[config.mk]
export PLATFORM = sky130hd
export DESIGN_NAME = rfphoenix_issue
export DESIGN_NICKNAME = d
export VERILOG_FILES = /design/src/rtl/rfphoenix_pkg.sv /design/src/rtl/rfphoenix_issue_scoreboard.sv /design/src/rtl/rfphoenix_issue.sv
export SDC_FILE = /design/constraint.sdc
export NUM_CORES = 1
export LEC_CHECK = 0
export ABC_AREA = 1
export CAP_MARGIN = 10
export CELL_PAD_IN_SITES_DETAIL_PLACEMENT = 2
export CELL_PAD_IN_SITES_GLOBAL_PLACEMENT = 2
export CORE_MARGIN = 2
export CORE_UTILIZATION = 29
export CTS_BUF_LIST = sky130_fd_sc_hd__clkbuf_2 sky130_fd_sc_hd__clkbuf_4 sky130_fd_sc_hd__clkbuf_8
export CTS_CLUSTER_SIZE = 12
export DETAILED_ROUTE_END_ITERATION = 10
export HOLD_SLACK_MARGIN = 0.1
export PLACE_DENSITY_LB_ADDON = 0.1
export SYNTH_ARGS = -nofsm -noshare
export SYNTH_HDL_FRONTEND = slang
export SYNTH_SLANG_ARGS = --single-unit
[constraint.sdc]
create_clock -name clk -period 23 [get_ports clk]
set_input_delay 4.6 -clock clk [delete_from_list [all_inputs] [get_ports clk]]
set_output_delay 4.6 -clock clk [all_outputs]
set_load 0.02 [all_outputs]
[src/rtl/rfphoenix_pkg.sv]
`default_nettype none
// ============================================================================
// Module      : rfPhoenixPkg
// Description : Shared decode / fetch bus types for the rfPhoenix pipeline.
// Revision    : 1.0  initial issue-stage support
// ============================================================================
package rfPhoenixPkg;

    localparam int NREGS_DEFAULT = 64;

    typedef logic [5:0] RegIdx;

    typedef struct packed {
        logic [6:0]  opcode;
        RegIdx       Ra;
        RegIdx       Rb;
        RegIdx       Rc;
        RegIdx       Rt;
        logic        rfwr;
        logic        sync;
        logic [15:0] imm;
    } DecodeBus;

    typedef struct packed {
        logic [31:0] pc;
        logic [31:0] insn;
    } InstructionFetchbuf;

endpackage
`default_nettype wire

[src/rtl/rfphoenix_issue_scoreboard.sv]
`default_nettype none
// ============================================================================
// Module      : rfphoenix_scoreboard
// Description : Register-busy vector with set/clear ports and hazard compare.
// Revision    : 1.0  initial
// ============================================================================
module rfphoenix_scoreboard #(
    parameter int NREGS = 64,
    localparam int IW   = $clog2(NREGS)
) (
    input  logic             clk,
    input  logic             rst,
    input  logic             clr_v,
    input  logic [IW-1:0]    clr_idx,
    input  logic             set_v,
    input  logic [IW-1:0]    set_idx,
    input  logic [IW-1:0]    ra,
    input  logic [IW-1:0]    rb,
    input  logic [IW-1:0]    rc,
    input  logic [IW-1:0]    rt,
    input  logic             rfwr,
    input  logic             sync,
    output logic [NREGS-1:0] busy,
    output logic             hazard
);

    logic [NREGS-1:0] busy_q;
    logic [NREGS-1:0] busy_d;
    logic             w_src_haz;
    logic             w_waw_haz;
    logic             w_sync_haz;

    // Set is applied after clear so a same-cycle set on the cleared register wins.
    always_comb begin
        busy_d = busy_q;
        if (clr_v) begin
            busy_d[clr_idx] = 1'b0;
        end
        if (set_v) begin
            busy_d[set_idx] = 1'b1;
        end
        busy_d[0] = 1'b0;
    end

    always_ff @(posedge clk or posedge rst) begin
        if (rst) begin
            busy_q <= '0;
        end else begin
            busy_q <= busy_d;
        end
    end

    assign w_src_haz  = busy_q[ra] | busy_q[rb] | busy_q[rc];
    assign w_waw_haz  = rfwr & busy_q[rt];
    assign w_sync_haz = sync & (|busy_q);
    assign hazard     = w_src_haz | w_waw_haz | w_sync_haz;
    assign busy       = busy_q;

endmodule
`default_nettype wire

[src/rtl/rfphoenix_issue.sv]
`default_nettype none
// ============================================================================
// Module      : rfphoenix_issue
// Description : In-order issue stage: scoreboard hazard check, single output
//               register with valid/ready handshake, stall counter.
// Revision    : 1.0  initial
// ============================================================================
module rfphoenix_issue
    import rfPhoenixPkg::*;
#(
    parameter int NREGS = rfPhoenixPkg::NREGS_DEFAULT,
    localparam int IW   = $clog2(NREGS)
) (
    input  logic                clk,
    input  logic                rst,
    input  logic                q_v,
    input  DecodeBus            q_dec,
    input  InstructionFetchbuf  q_ifb,
    output logic                q_rd,
    output logic                ex_v,
    output DecodeBus            ex_dec,
    output InstructionFetchbuf  ex_ifb,
    input  logic                ex_rdy,
    input  logic                wb_v,
    input  logic [IW-1:0]       wb_tgt,
    input  logic                flush,
    output logic [NREGS-1:0]    sb_busy,
    output logic [31:0]         stall_cnt
);

    localparam logic [31:0] c_STALL_MAX = 32'hFFFF_FFFF;

    logic                w_hazard;
    logic                w_fire;
    logic                w_set_v;
    logic                ex_v_q;
    logic                ex_v_d;
    DecodeBus            ex_dec_q;
    DecodeBus            ex_dec_d;
    InstructionFetchbuf  ex_ifb_q;
    InstructionFetchbuf  ex_ifb_d;
    logic [31:0]         stall_cnt_q;
    logic [31:0]         stall_cnt_d;

    rfphoenix_scoreboard #(
        .NREGS (NREGS)
    ) u_scoreboard (
        .clk     (clk),
        .rst     (rst),
        .clr_v   (wb_v),
        .clr_idx (wb_tgt),
        .set_v   (w_set_v),
        .set_idx (IW'(q_dec.Rt)),
        .ra      (IW'(q_dec.Ra)),
        .rb      (IW'(q_dec.Rb)),
        .rc      (IW'(q_dec.Rc)),
        .rt      (IW'(q_dec.Rt)),
        .rfwr    (q_dec.rfwr),
        .sync    (q_dec.sync),
        .busy    (sb_busy),
        .hazard  (w_hazard)
    );

    // Gated by rst so the FIFO never sees a pop while both sides are in reset.
    assign w_fire  = q_v & ~w_hazard & (~ex_v_q | ex_rdy) & ~flush & ~rst;
    assign w_set_v = w_fire & q_dec.rfwr & (q_dec.Rt != '0);
    assign q_rd    = w_fire;

    always_comb begin
        ex_v_d   = ex_v_q;
        ex_dec_d = ex_dec_q;
        ex_ifb_d = ex_ifb_q;
        if (flush) begin
            ex_v_d = 1'b0;
        end else if (w_fire) begin
            ex_v_d   = 1'b1;
            ex_dec_d = q_dec;
            ex_ifb_d = q_ifb;
        end else if (ex_rdy) begin
            ex_v_d = 1'b0;
        end
    end

    always_comb begin
        stall_cnt_d = stall_cnt_q;
        if (q_v & w_hazard & (stall_cnt_q != c_STALL_MAX)) begin
            stall_cnt_d = stall_cnt_q + 32'd1;
        end
    end

    always_ff @(posedge clk or posedge rst) begin
        if (rst) begin
            ex_v_q      <= 1'b0;
            ex_dec_q    <= '0;
            ex_ifb_q    <= '0;
            stall_cnt_q <= '0;
        end else begin
            ex_v_q      <= ex_v_d;
            ex_dec_q    <= ex_dec_d;
            ex_ifb_q    <= ex_ifb_d;
            stall_cnt_q <= stall_cnt_d;
        end
    end

    assign ex_v      = ex_v_q;
    assign ex_dec    = ex_dec_q;
    assign ex_ifb    = ex_ifb_q;
    assign stall_cnt = stall_cnt_q;

endmodule
`default_nettype wire

==> results list <==
- The hold violation total from the final report came to 0.
* Leading area contributor after synthesis: sky130_fd_sc_hd__dfrtp_1
- The critical path is of the primary input to primary output type.
- Yosys synthesis warning count: 0
- In the final timing run, aggregate negative setup slack is 0 ps.
- By area, the combinational part of the netlist is dominated by simple AND/OR/NAND/NOR gates.
- Global routing used 27.1% of the available tracks across all layers.
* Average wire per cell in the routed design: 22.3 µm
- Among all flip-flop cells after synthesis, the most frequent one is sky130_fd_sc_hd__dfrtp_1.
- After the last flow step, the layout net total stands at 2203.
- Setup repair after global routing left no endpoint under its margin.
- Yosys instantiated no cell more often than sky130_fd_sc_hd__nand2_1.
* Largest stage delay, worst path: 980 ps
* Rel. slew slack: 26.0%
* Met3 routed WL: 2.58 mm
- After routing the design area is 0.0167 mm².
- Dominant cells by area after synthesis: sky130_fd_sc_hd__dfrtp_1 (44%), sky130_fd_sc_hd__nand2_1 (22%), sky130_fd_sc_hd__nand3_1 (9.7%)
- For the worst setup path, the data arrival time is 8420 ps.
- CP top delay family: buffers and inverters
- Max rail drop VDD: 43.6 µV
- Top routing layer in use: met4
- In this run the worst path has a maximum fanout of 47.
* Placer congestion estimate: 0.849
- Each instance of the synthesized netlist takes up on average 6.79 µm².
- Num CTS Buffers: 43
* Num rows: 74
- For this configuration, the core starts out at a cell density of 29.4%.
- Library cell contributing the largest single delay on the critical path: sky130_fd_sc_hd__clkdlybuf4s50_1
- Area fraction in compound gates after synthesis: 8.45%
- Of all flip-flops after synthesis, the portion carrying an async set or reset was 100%.
* Worst Skew: 18.2 ps
* Leakage dissipation: 7.85 nW
- The filler cells instantiated in the layout total 4816.
- Counting every sink on the clock net gives 209.
- Post-cts sizing count: 0
- After Yosys synthesis, full adders, half adders and majority gates account for 0.104% of the synthesized area.
* Met1 WL: 27.4 mm
* Area of the die: 0.0431 mm²
- Starting DRC count in detailed routing: 807
- In this run the number of H-tree levels came out at 2.
* Cell Pwr Density: 84.2 mW/mm²
- Residual overflow from global routing: 0
- For the pin with the worst max-slew slack, the measured transition is 1110 ps.
* Maximum count of clock buffers along a single path: 3
- Traced cell by cell, the critical path runs through clkdlybuf4s50_1 -> inv_2 -> a21oi_1 -> o21ai_0 -> nand3_1 -> nand2_1 -> nand2_1 -> nand3_1 -> nand3_1 -> nand2_1 -> nor2_2 -> nand3_4 -> inv_2 -> clkdlybuf4s50_1.
* Height of the die: 208 µm
- The area growth from synthesis to layout is 38.5%.
- The final number of max-transition violations came to 0.
- Share of synthesized area spent on multiplexers: 0%
- Setup violations remaining at the end of the flow were counted as 0.
* Layout cell share with drive strength beyond 1: 4.74%
- At the end of the flow the core is filled with cells to 40.8%.
* Number of enable-type register cells in the synthesized netlist: 0
- Instance area at placement: 0.0157 mm²
- The synthesized netlist occupies a cell area of 0.0120 mm².
- The number of global-route vias before repair was 14.8k.
* Post-synthesis cell type count: 29
- Outcome: complete, no violations
* Number of primary I/O pins: 336
- The initial antenna violation count came to 1.
* Detail Route Antenna Nets: 0
* Number of detailed-routing iterations run before antenna repair: 5
* Worst-skew pair later-pin latency: 590 ps
- The core region is 0.0408 mm².
* Number of nets produced by synthesis: 1896
- Final Routed Wirelength: 58.9 mm
* Area fraction in and, or, nand and nor cells after synthesis: 38.8%
- Excluding fillers, the count of instances in the completed layout stands at 2641.
* Proportion of netlist area held by the largest area contributor: 43.5%
* Count of max-cap constraint violations: 0
- Sequential elements use 43.5% of the synthesized area.
* Root Driver: sky130_fd_sc_hd__clkbuf_8
- Die Width: 208 µm
* Cell Count Post-Placement: 2564
- Wire segments on met2 add up to 27.7 mm in the final route.
* Via count: 13.7k
* CP Data Required Time: 18400 ps
* Clock period minus worst slack: 13020 ps
* DRC violation count after routing: 0
- Clock transition time at the flip-flop clock pins of the worst setup and hold paths: 60 ps
- Timing would allow up to 76.8 MHz.
- Buffers inserted to repair hold after CTS numbered 0.
* XOR/XNOR share of the synthesized area: 1.38%
- Summed over all nets, the half-perimeter wirelength after detailed placement is 43.5 mm.
- The count of buffers added on input and output ports is 334.
* Buffer count from post-CTS setup fixing: 0
- Count of state elements after synthesis: 209
* Vias/cell: 5.18
* Largest net degree at the start of global routing: 96
- TritonCTS clock tree: built
- After technology mapping, the gate count stands at 1770.
- The worst setup path is captured at a primary output.
* Hold crit path type: flop to flop
* Post-route fraction of the period consumed by the critical path: 56.6%
- The worst setup path is launched from a primary input.
- The first global-routing pass estimated 91.3 mm of wire.
- Sorting the synthesized cells by how often they occur yields sky130_fd_sc_hd__nand2_1 (715), sky130_fd_sc_hd__nand3_1 (234), sky130_fd_sc_hd__dfrtp_1 (209), sky130_fd_sc_hd__inv_1 (128), sky130_fd_sc_hd__o21ai_0 (121).
* Number of buffer and inverter stages on the critical path: 4
==> layout by cell type (no fill, tap or decap) <==
cell                              count
sky130_fd_sc_hd__xnor2_1              9
sky130_fd_sc_hd__nand4_1             15
sky130_fd_sc_hd__clkinv_1             4
sky130_fd_sc_hd__nor3_1              29
sky130_fd_sc_hd__nand2_1            715
sky130_fd_sc_hd__inv_1              127
sky130_fd_sc_hd__clkbuf_8            56
sky130_fd_sc_hd__inv_2                4
sky130_fd_sc_hd__nand3_1            234
sky130_fd_sc_hd__inv_8                1
sky130_fd_sc_hd__clkinv_2             2
sky130_fd_sc_hd__dfrtp_1            209
sky130_fd_sc_hd__xor2_1              10
sky130_fd_sc_hd__a21oi_2              1
sky130_fd_sc_hd__nand3_4              1
sky130_fd_sc_hd__o41ai_1              1
sky130_fd_sc_hd__clkinvlp_4           1
sky130_fd_sc_hd__o21ai_0            121
sky130_fd_sc_hd__diode_2              1
sky130_fd_sc_hd__o211ai_1             4
sky130_fd_sc_hd__o31ai_1              1
sky130_fd_sc_hd__or2_1                1
sky130_fd_sc_hd__inv_6                1
sky130_fd_sc_hd__a21oi_1             42
sky130_fd_sc_hd__clkbuf_4            15
sky130_fd_sc_hd__clkdlybuf4s50_1    334
sky130_fd_sc_hd__nor2_4               2
sky130_fd_sc_hd__bufinv_16            1
sky130_fd_sc_hd__nor2_1             102
sky130_fd_sc_hd__o21ai_1             29
sky130_fd_sc_hd__buf_4               12
sky130_fd_sc_hd__nor4_1              14
sky130_fd_sc_hd__conb_1               1
sky130_fd_sc_hd__nand3b_1             5
sky130_fd_sc_hd__nor2_2               3
sky130_fd_sc_hd__ha_1                 1
==> final cells by class <==
type                    instances  area [µm²]  area share (%)
diodes                          1        2.50          0.0150
inverters                     136         518            3.11
well taps                     532         666            4.00
multi-input cells            1341        5870            35.2
clock buffers                  71         883            5.30
clock inverters                 5        56.3           0.338
flip-flops and latches        209        5230            31.4
repair buffers                346        3430            20.6
==> logic make-up (layout without fill, tap and decap cells) <==
group	count (synthesis)	in the layout
xor+xnor	19	19
flops	209	209
simple gates	1121	1121
buf+inv	220	558
fa+ha+maj	1	1
compound gates	199	199
other cells	1	2
==> worst min-delay path, delay by kind of cell, from the launching register on <==
kind,cells,cell delay (ps)
DFF,1,340
and+or+nand+nor,2,100
==> worst paths after layout <==
check                                      startpoint         end  slack, ps  depth (start not counted)
worst min-delay path                        ex_dec[8]   ex_dec[8]        480                          2
worst max-delay path                        q_dec[31]        q_rd       9980                         14
worst max register to register  u_scoreboard.busy[10]  ex_ifb[58]      19270                         15
max in group asynchronous                         rst  ex_ifb[13]      17130                          3
worst min register to register              ex_dec[8]   ex_dec[8]        480                          2
min in group asynchronous                         rst  ex_ifb[10]       4540                          2
==> layer usage <==
metal	up-vias	track usage, %
li1	6317	-
met1	6899	37.1
met2	372	44.8
met3	81	4.15
met4	0	7.09
met5	-	0
==> flip-flops by register name (all words and copies together) (netlist names) <==
name and cells:
ex_ifb 64, ex_dec 49, ex_v 1, stall_cnt 32, u_scoreboard.busy 63
==> per-stage QoR <==
stage | worst slack [ps] | hold slack (ps) | total power, W
CTS | 9960 | 481 | 0.00142
global route | 9580 | 508 | 0.00148
global placement | 10160 | 461 | 0.000967
finish | 9980 | 476 | 0.00140
floorplan | 8440 | 589 | 0.000721
detailed placement | 9990 | 465 | 0.000983
==> report_power, final <==
group	switching, W	internal, W
logic	0.000267	0.000203
registers	0.0000541	0.000447
clock network	0.000177	0.000253
total	0.000498	0.000903
Note: power is estimated with default switching activity, not from simulation.
